===== src/rtl/z_mac_pkg.sv =====
// Shared types and helpers for the z MAC writer: FSM state encoding and
// a counter-width helper.
package z_mac_pkg;

    typedef enum logic [2:0] {
        IDLE  = 3'd0,
        ACCUM = 3'd1,
        ADD   = 3'd2,
        WRITE = 3'd3,
        DONE  = 3'd4
    } state_e;

    // Bits needed to count 0..n-1; never less than one bit.
    function automatic int cnt_width(input int n);
        if (n > 32'sd1) begin
            return $clog2(n);
        end else begin
            return 32'sd1;
        end
    endfunction

endpackage


===== src/rtl/z_sat.sv =====
// Output formatter: arithmetic shift right by FRAC_BITS (floor), then reduce
// the accumulator to a D_WIDTH z word.
// Optional macro Z_MAC_SAT_EN: when defined the value saturates to the signed
// D_WIDTH range, otherwise the low D_WIDTH bits are kept (two's-complement wrap).
module z_sat #(
    parameter int ACC_WIDTH = 12,
    parameter int D_WIDTH   = 4,
    parameter int FRAC_BITS = 2
) (
    input  logic [ACC_WIDTH-1:0] acc,
    output logic [D_WIDTH-1:0]   z
);

    logic [ACC_WIDTH-1:0] shifted_s;

    assign shifted_s = $signed(acc) >>> FRAC_BITS;

`ifdef Z_MAC_SAT_EN
    // Bits above the z sign bit must all match the sign for the value to fit.
    logic [ACC_WIDTH-D_WIDTH:0] upper_s;

    assign upper_s = shifted_s[ACC_WIDTH-1:D_WIDTH-1];

    // Clamp to the most positive / most negative z word on overflow.
    always_comb begin
        z = shifted_s[D_WIDTH-1:0];
        if ((~|upper_s) || (&upper_s)) begin
            z = shifted_s[D_WIDTH-1:0];
        end else if (shifted_s[ACC_WIDTH-1]) begin
            z = {1'b1, {(D_WIDTH-1){1'b0}}};
        end else begin
            z = {1'b0, {(D_WIDTH-1){1'b1}}};
        end
    end
`else
    // High bits are intentionally discarded in wrap mode.
    logic unused_hi_s;

    assign unused_hi_s = ^shifted_s[ACC_WIDTH-1:D_WIDTH];

    // Wrap: keep the low D_WIDTH bits of the shifted value.
    always_comb begin
        z = shifted_s[D_WIDTH-1:0];
    end
`endif

endmodule


===== src/rtl/z_mac_writer.sv =====
// z MAC writer: accumulates N_IN act*wgt products plus a bias per neuron and
// writes the formatted pre-activation into the z RAM, for N_OUT neurons.
// Optional macro Z_MAC_SAT_EN selects saturating output formatting (see z_sat).
module z_mac_writer
    import z_mac_pkg::*;
#(
    parameter int D_WIDTH   = 4,
    parameter int A_WIDTH   = 4,
    parameter int N_IN      = 4,
    parameter int N_OUT     = 16,
    parameter int FRAC_BITS = 2,
    parameter int ACC_WIDTH = 12
) (
    input  logic               clk,
    input  logic               rst,
    input  logic               start,
    input  logic               in_valid,
    output logic               in_ready,
    input  logic [D_WIDTH-1:0] in_act,
    input  logic [D_WIDTH-1:0] in_wgt,
    output logic [A_WIDTH-1:0] b_addr,
    input  logic [D_WIDTH-1:0] b_data,
    output logic               w_en,
    output logic [A_WIDTH-1:0] w_addr,
    output logic [D_WIDTH-1:0] w_data,
    output logic               busy,
    output logic               done
);

    localparam int TERM_W = cnt_width(N_IN);
    localparam logic [TERM_W-1:0]  TERM_LAST_C   = TERM_W'(N_IN - 1);
    localparam logic [A_WIDTH-1:0] NEURON_LAST_C = A_WIDTH'(N_OUT - 1);

    state_e               state_r, state_nxt_s;
    logic [ACC_WIDTH-1:0] acc_r, acc_nxt_s;
    logic [TERM_W-1:0]    term_cnt_r, term_nxt_s;
    logic [A_WIDTH-1:0]   neuron_cnt_r, neuron_nxt_s;
    logic                 in_ready_r, in_ready_nxt_s;
    logic                 w_en_r, w_en_nxt_s;
    logic [A_WIDTH-1:0]   w_addr_r, w_addr_nxt_s;
    logic [D_WIDTH-1:0]   w_data_r, w_data_nxt_s;
    logic [A_WIDTH-1:0]   b_addr_r;
    logic                 busy_r, busy_nxt_s;
    logic                 done_r, done_nxt_s;

    logic signed [2*D_WIDTH-1:0] prod_s;
    logic [ACC_WIDTH-1:0]        prod_ext_s;
    logic [ACC_WIDTH-1:0]        bias_ext_s;
    logic [ACC_WIDTH-1:0]        acc_sum_s;
    logic [D_WIDTH-1:0]          z_s;

    assign prod_s     = $signed(in_act) * $signed(in_wgt);
    assign prod_ext_s = {{(ACC_WIDTH-2*D_WIDTH){prod_s[2*D_WIDTH-1]}}, prod_s};
    // Bias is aligned to the product scale (2*FRAC_BITS fractional bits).
    assign bias_ext_s = {{(ACC_WIDTH-D_WIDTH-FRAC_BITS){b_data[D_WIDTH-1]}},
                         b_data, {FRAC_BITS{1'b0}}};
    assign acc_sum_s  = acc_r + bias_ext_s;

    z_sat #(
        .ACC_WIDTH (ACC_WIDTH),
        .D_WIDTH   (D_WIDTH),
        .FRAC_BITS (FRAC_BITS)
    ) u_z_sat (
        .acc (acc_sum_s),
        .z   (z_s)
    );

    // Next-state and next-output logic; w_data is captured in ADD so the
    // write is presented, registered, during the WRITE cycle.
    always_comb begin
        state_nxt_s    = state_r;
        acc_nxt_s      = acc_r;
        term_nxt_s     = term_cnt_r;
        neuron_nxt_s   = neuron_cnt_r;
        in_ready_nxt_s = 1'b0;
        w_en_nxt_s     = 1'b0;
        w_addr_nxt_s   = w_addr_r;
        w_data_nxt_s   = w_data_r;
        busy_nxt_s     = busy_r;
        done_nxt_s     = 1'b0;
        case (state_r)
            IDLE: begin
                if (start) begin
                    state_nxt_s    = ACCUM;
                    acc_nxt_s      = {ACC_WIDTH{1'b0}};
                    term_nxt_s     = {TERM_W{1'b0}};
                    neuron_nxt_s   = {A_WIDTH{1'b0}};
                    in_ready_nxt_s = 1'b1;
                    busy_nxt_s     = 1'b1;
                end else begin
                    state_nxt_s    = IDLE;
                end
            end
            ACCUM: begin
                in_ready_nxt_s = 1'b1;
                if (in_valid && in_ready_r) begin
                    acc_nxt_s = acc_r + prod_ext_s;
                    if (term_cnt_r == TERM_LAST_C) begin
                        term_nxt_s     = {TERM_W{1'b0}};
                        in_ready_nxt_s = 1'b0;
                        state_nxt_s    = ADD;
                    end else begin
                        term_nxt_s     = term_cnt_r + {{(TERM_W-1){1'b0}}, 1'b1};
                    end
                end else begin
                    state_nxt_s = ACCUM;
                end
            end
            ADD: begin
                acc_nxt_s    = acc_sum_s;
                w_en_nxt_s   = 1'b1;
                w_addr_nxt_s = neuron_cnt_r;
                w_data_nxt_s = z_s;
                state_nxt_s  = WRITE;
            end
            WRITE: begin
                if (neuron_cnt_r == NEURON_LAST_C) begin
                    done_nxt_s     = 1'b1;
                    state_nxt_s    = DONE;
                end else begin
                    neuron_nxt_s   = neuron_cnt_r + {{(A_WIDTH-1){1'b0}}, 1'b1};
                    acc_nxt_s      = {ACC_WIDTH{1'b0}};
                    term_nxt_s     = {TERM_W{1'b0}};
                    in_ready_nxt_s = 1'b1;
                    state_nxt_s    = ACCUM;
                end
            end
            DONE: begin
                busy_nxt_s  = 1'b0;
                state_nxt_s = IDLE;
            end
            default: begin
                busy_nxt_s  = 1'b0;
                state_nxt_s = IDLE;
            end
        endcase
    end

    // FSM state register.
    always_ff @(posedge clk) begin
        if (rst) begin
            state_r <= IDLE;
        end else begin
            state_r <= state_nxt_s;
        end
    end

    // Datapath, counters and registered outputs.
    always_ff @(posedge clk) begin
        if (rst) begin
            acc_r        <= {ACC_WIDTH{1'b0}};
            term_cnt_r   <= {TERM_W{1'b0}};
            neuron_cnt_r <= {A_WIDTH{1'b0}};
            in_ready_r   <= 1'b0;
            w_en_r       <= 1'b0;
            w_addr_r     <= {A_WIDTH{1'b0}};
            w_data_r     <= {D_WIDTH{1'b0}};
            b_addr_r     <= {A_WIDTH{1'b0}};
            busy_r       <= 1'b0;
            done_r       <= 1'b0;
        end else begin
            acc_r        <= acc_nxt_s;
            term_cnt_r   <= term_nxt_s;
            neuron_cnt_r <= neuron_nxt_s;
            in_ready_r   <= in_ready_nxt_s;
            w_en_r       <= w_en_nxt_s;
            w_addr_r     <= w_addr_nxt_s;
            w_data_r     <= w_data_nxt_s;
            b_addr_r     <= neuron_nxt_s;
            busy_r       <= busy_nxt_s;
            done_r       <= done_nxt_s;
        end
    end

    assign in_ready = in_ready_r;
    assign w_en     = w_en_r;
    assign w_addr   = w_addr_r;
    assign w_data   = w_data_r;
    assign b_addr   = b_addr_r;
    assign busy     = busy_r;
    assign done     = done_r;

endmodule


===== config.mk =====
export PLATFORM = sky130hd
export DESIGN_NAME = z_mac_writer
export DESIGN_NICKNAME = d
export VERILOG_FILES = /design/src/rtl/z_mac_pkg.sv /design/src/rtl/z_sat.sv /design/src/rtl/z_mac_writer.sv
export SDC_FILE = /design/constraint.sdc
export NUM_CORES = 1
export LEC_CHECK = 0
export ABC_AREA = 1
export ABC_CLOCK_PERIOD_IN_PS = 6000
export BUFFER_PORTS_ARGS = -buffer_cell sky130_fd_sc_hd__buf_2
export CAP_MARGIN = 20
export CELL_PAD_IN_SITES_DETAIL_PLACEMENT = 0
export CELL_PAD_IN_SITES_GLOBAL_PLACEMENT = 2
export CORE_ASPECT_RATIO = 2
export CORE_UTILIZATION = 33
export CTS_CLUSTER_SIZE = 16
export DETAILED_ROUTE_END_ITERATION = 7
export PLACE_DENSITY_LB_ADDON = 0.1
export SYNTH_ARGS = -nofsm -noshare
export SYNTH_HDL_FRONTEND = slang
export SYNTH_HIERARCHICAL = 1
export SYNTH_SLANG_ARGS = --single-unit

===== constraint.sdc =====
create_clock -name clk -period 6 [get_ports clk]
set_input_delay 1.2 -clock clk [delete_from_list [all_inputs] [get_ports clk]]
set_output_delay 1.2 -clock clk [all_outputs]
set_load 0.005 [all_outputs]

==> key figures <==
Power
  – Sw Share: 35.5%
  – Leakage power: approximately 1.1 nW
  – Internal: 303 µW
  – Peak VDD IR: 150 µV
  – Sequential power share: 42.3%
  – Comb power frac: 34.6%
  – Clock power frac: a little under a quarter
  – Sw power: 167 µW
  – P per Cell Area: between 200 and 250 nW/µm²

Synthesis
  – Post-Syn Area per Cell: 7.84 µm²
  – Gate Count Post-Synth: 236
  – Ys Warns: 6
  – Synthesized area: 1850 µm²
  – Syn Nets: 282

Clock tree
  – CTS hold repair buffers: 0
  – Post-cts sizing count: 0
  – Reg clk slew, reported paths: 0.09 ns
  – Total CTS buffers: 3
  – Post CTS Setup Buffer Count: 0
  – Root buf cell: clkbuf_8
  – CTS H-tree lvls: 1
  – Worst skew pair latency: 0.29 ns
  – CTS tree: yes
  – Clock tree sinks: 27
  – CTS max path bufs: 2

Global routing
  – First-pass GRT wire length: 6910 µm
  – Antenna violations before repair: 0
  – Vias in the first global route: ~1500
  – All-Layer GR Usage: 16.9%
  – Total grt overflow: 0
  – Largest net degree at the start of global routing: 17

Placed design
  – DP Wirelength: between 3000 and 4000 µm
  – Number of port buffers: 31
  – Routability cong.: 0.717
  – Post-Place Setup Slack: about 1.2 ns

Floorplan
  – Std-Cell Rows: 38
  – Die Area: about 5900 µm²
  – Die Y: 108 µm
  – Core area: 5420 µm²
  – Die width: 55.0 µm
  – # IOs: 32
  – Initial Util: 34.1%

Drt
  – Residual DRC: 0
  – Met2 WL: 2670 µm
  – Routed vias/inst: between 4 and 5
  – M1 WL: around 1500 µm
  – Initial DRC Count: 22
  – Avg WL per Cell: 13.8 µm
  – Top layer reached by signal wires: met4
  – DRT antenna net count: 0
  – Routed met3 length: roughly 95 µm
  – DR pass1 iterations: 4
  – Via count: 1508
  – Post-Route WL: 4420 µm

Critical path
  – Worst r2r src: b_addr[0]
  – WS Path Type: in2reg
  – Critical Path End Type: register
  – R2R Path End: term_cnt_r[0]
  – Worst setup SP type: input port
  – WP data arrival: 4.65 ns
  – Reg2Reg Setup Slack: 4.08 ns
  – Register-to-Register Path Depth: 11
  – Crit path required time: 6.18 ns
  – Crit-path max FO: 4

Hold path
  – Min-Delay Endpoint: busy
  – WHS Path Cells: 2
  – HP Start: busy
  – Worst hold path type: reg2reg

Timing
  – Final setup fails: 0
  – Final slew viol count: 0
  – Clock skew: 0.00614 ns
  – Slew headroom: 68.7%
  – Smallest hold slack: 0.472 ns
  – Setup TNS Final: 0 ns
  – Post-layout minimum cycle time: 4.47 ns
  – Worst Setup Slack, final: 1.53 ns
  – Slew @ Worst Pin: around 0.47 ns
  – Final Cycle Share: 74.4%
  – Max Clk Rate: 0.224 GHz
  – Endpoints failing hold: 0
  – RSZ-0062 raised after global routing: false

Flow run
  – Max-Cap Viols: 0

Outcome
  – Status: completed

Final layout
  – Nets: 308
  – Filler instances: 615
  – Area delta synth->final: 11.5%
  – Share of cells above drive strength 1: approximately 18%
  – Ant diodes: 0
## flip-flops by register name (all words and copies together) (netlist names)
| register | flops |
|---|---|
| w_en | 1 |
| term_cnt_r | 2 |
| state_r | 3 |
| w_addr | 4 |
| in_ready | 1 |
| w_data | 4 |
| b_addr | 4 |
| acc_r | 6 |
| busy | 1 |
| done | 1 |
## critical path, cell delays in order
cell and delay (ns):
buf_2 0.07, inv_1 0.07, or2_2 0.30, fa_1 0.56
fa_1 0.44, fa_1 0.52, inv_1 0.04, ha_1 0.19
fa_1 0.45, ha_1 0.33, inv_1 0.04, o21ba_2 0.21
nor2_1 0.08, nor2_1 0.04, nand2_1 0.05, a21oi_1 0.05
## layout by cell type, fill, tap and decap left out
cell	n
nor2_4	2
nor3_4	1
o21ba_2	1
buf_2	31
nor4_1	1
o21ai_1	7
inv_2	3
a21oi_1	23
fa_1	10
clkbuf_8	3
inv_1	31
o211ai_1	1
clkinv_4	1
nand2_1	32
inv_4	1
and3_1	1
nor3_1	5
nand3_1	9
xor2_1	3
or2_2	1
nor2_1	31
ha_1	20
o21ai_0	11
a31oi_1	1
dfxtp_1	27
nand2_2	1
clkbuf_1	1
nor2_8	1
a32oi_1	1
## area by class of cell
class / count / area (µm²) / share of cell area, %
clock buffer: 4 / 45.0 / 2.18
inverter: 36 / 143 / 6.91
multi-input combinational: 163 / 1100 / 53.5
sequential: 27 / 541 / 26.2
tap: 60 / 75.1 / 3.64
timing repair buffer: 31 / 155 / 7.52
## power groups by stage
stage / combinational [mW] / sequential (mW) / clock [mW]
floorplan: 0.136 / 0.202 / 0
global placement: 0.164 / 0.204 / 0
detailed placement: 0.166 / 0.203 / 0
CTS: 0.167 / 0.199 / 0.117
global route: 0.191 / 0.201 / 0.121
finish: 0.163 / 0.199 / 0.108
## worst max path at each step
stage / start / end / slack (ns) / depth (start not counted)
floorplan: in_wgt[3] / acc_r[5] / 1.43 / 15
detailed placement: in_wgt[3] / acc_r[5] / 1.20 / 16
global placement: in_wgt[3] / acc_r[5] / 1.23 / 16
global route: in_wgt[3] / acc_r[5] / 1.33 / 16
finish: in_wgt[3] / acc_r[5] / 1.53 / 16
CTS: in_wgt[3] / acc_r[5] / 1.51 / 16
## stage by stage
stage          cell area, µm²  instances  total power [mW]  util [%]
2_1_floorplan            1850        236             0.337         -
3_3_place_gp             2020        317             0.368      37.2
3_5_place_dp             2020        317             0.369      37.2
4_1_cts                  2060        321             0.483      38.1
5_1_grt                  2060        321             0.513      38.1
6_report                 2060        321             0.470      38.1
## layer usage
| metal | up-vias | GRT usage [%] |
|---|---|---|
| met5 | - | 0 |
| met4 | 0 | 8.75 |
| met3 | 8 | 1.41 |
| met2 | 26 | 34.5 |
| met1 | 672 | 14.1 |
| li1 | 802 | - |
No activity file was read; power rests on OpenSTA's default activity.
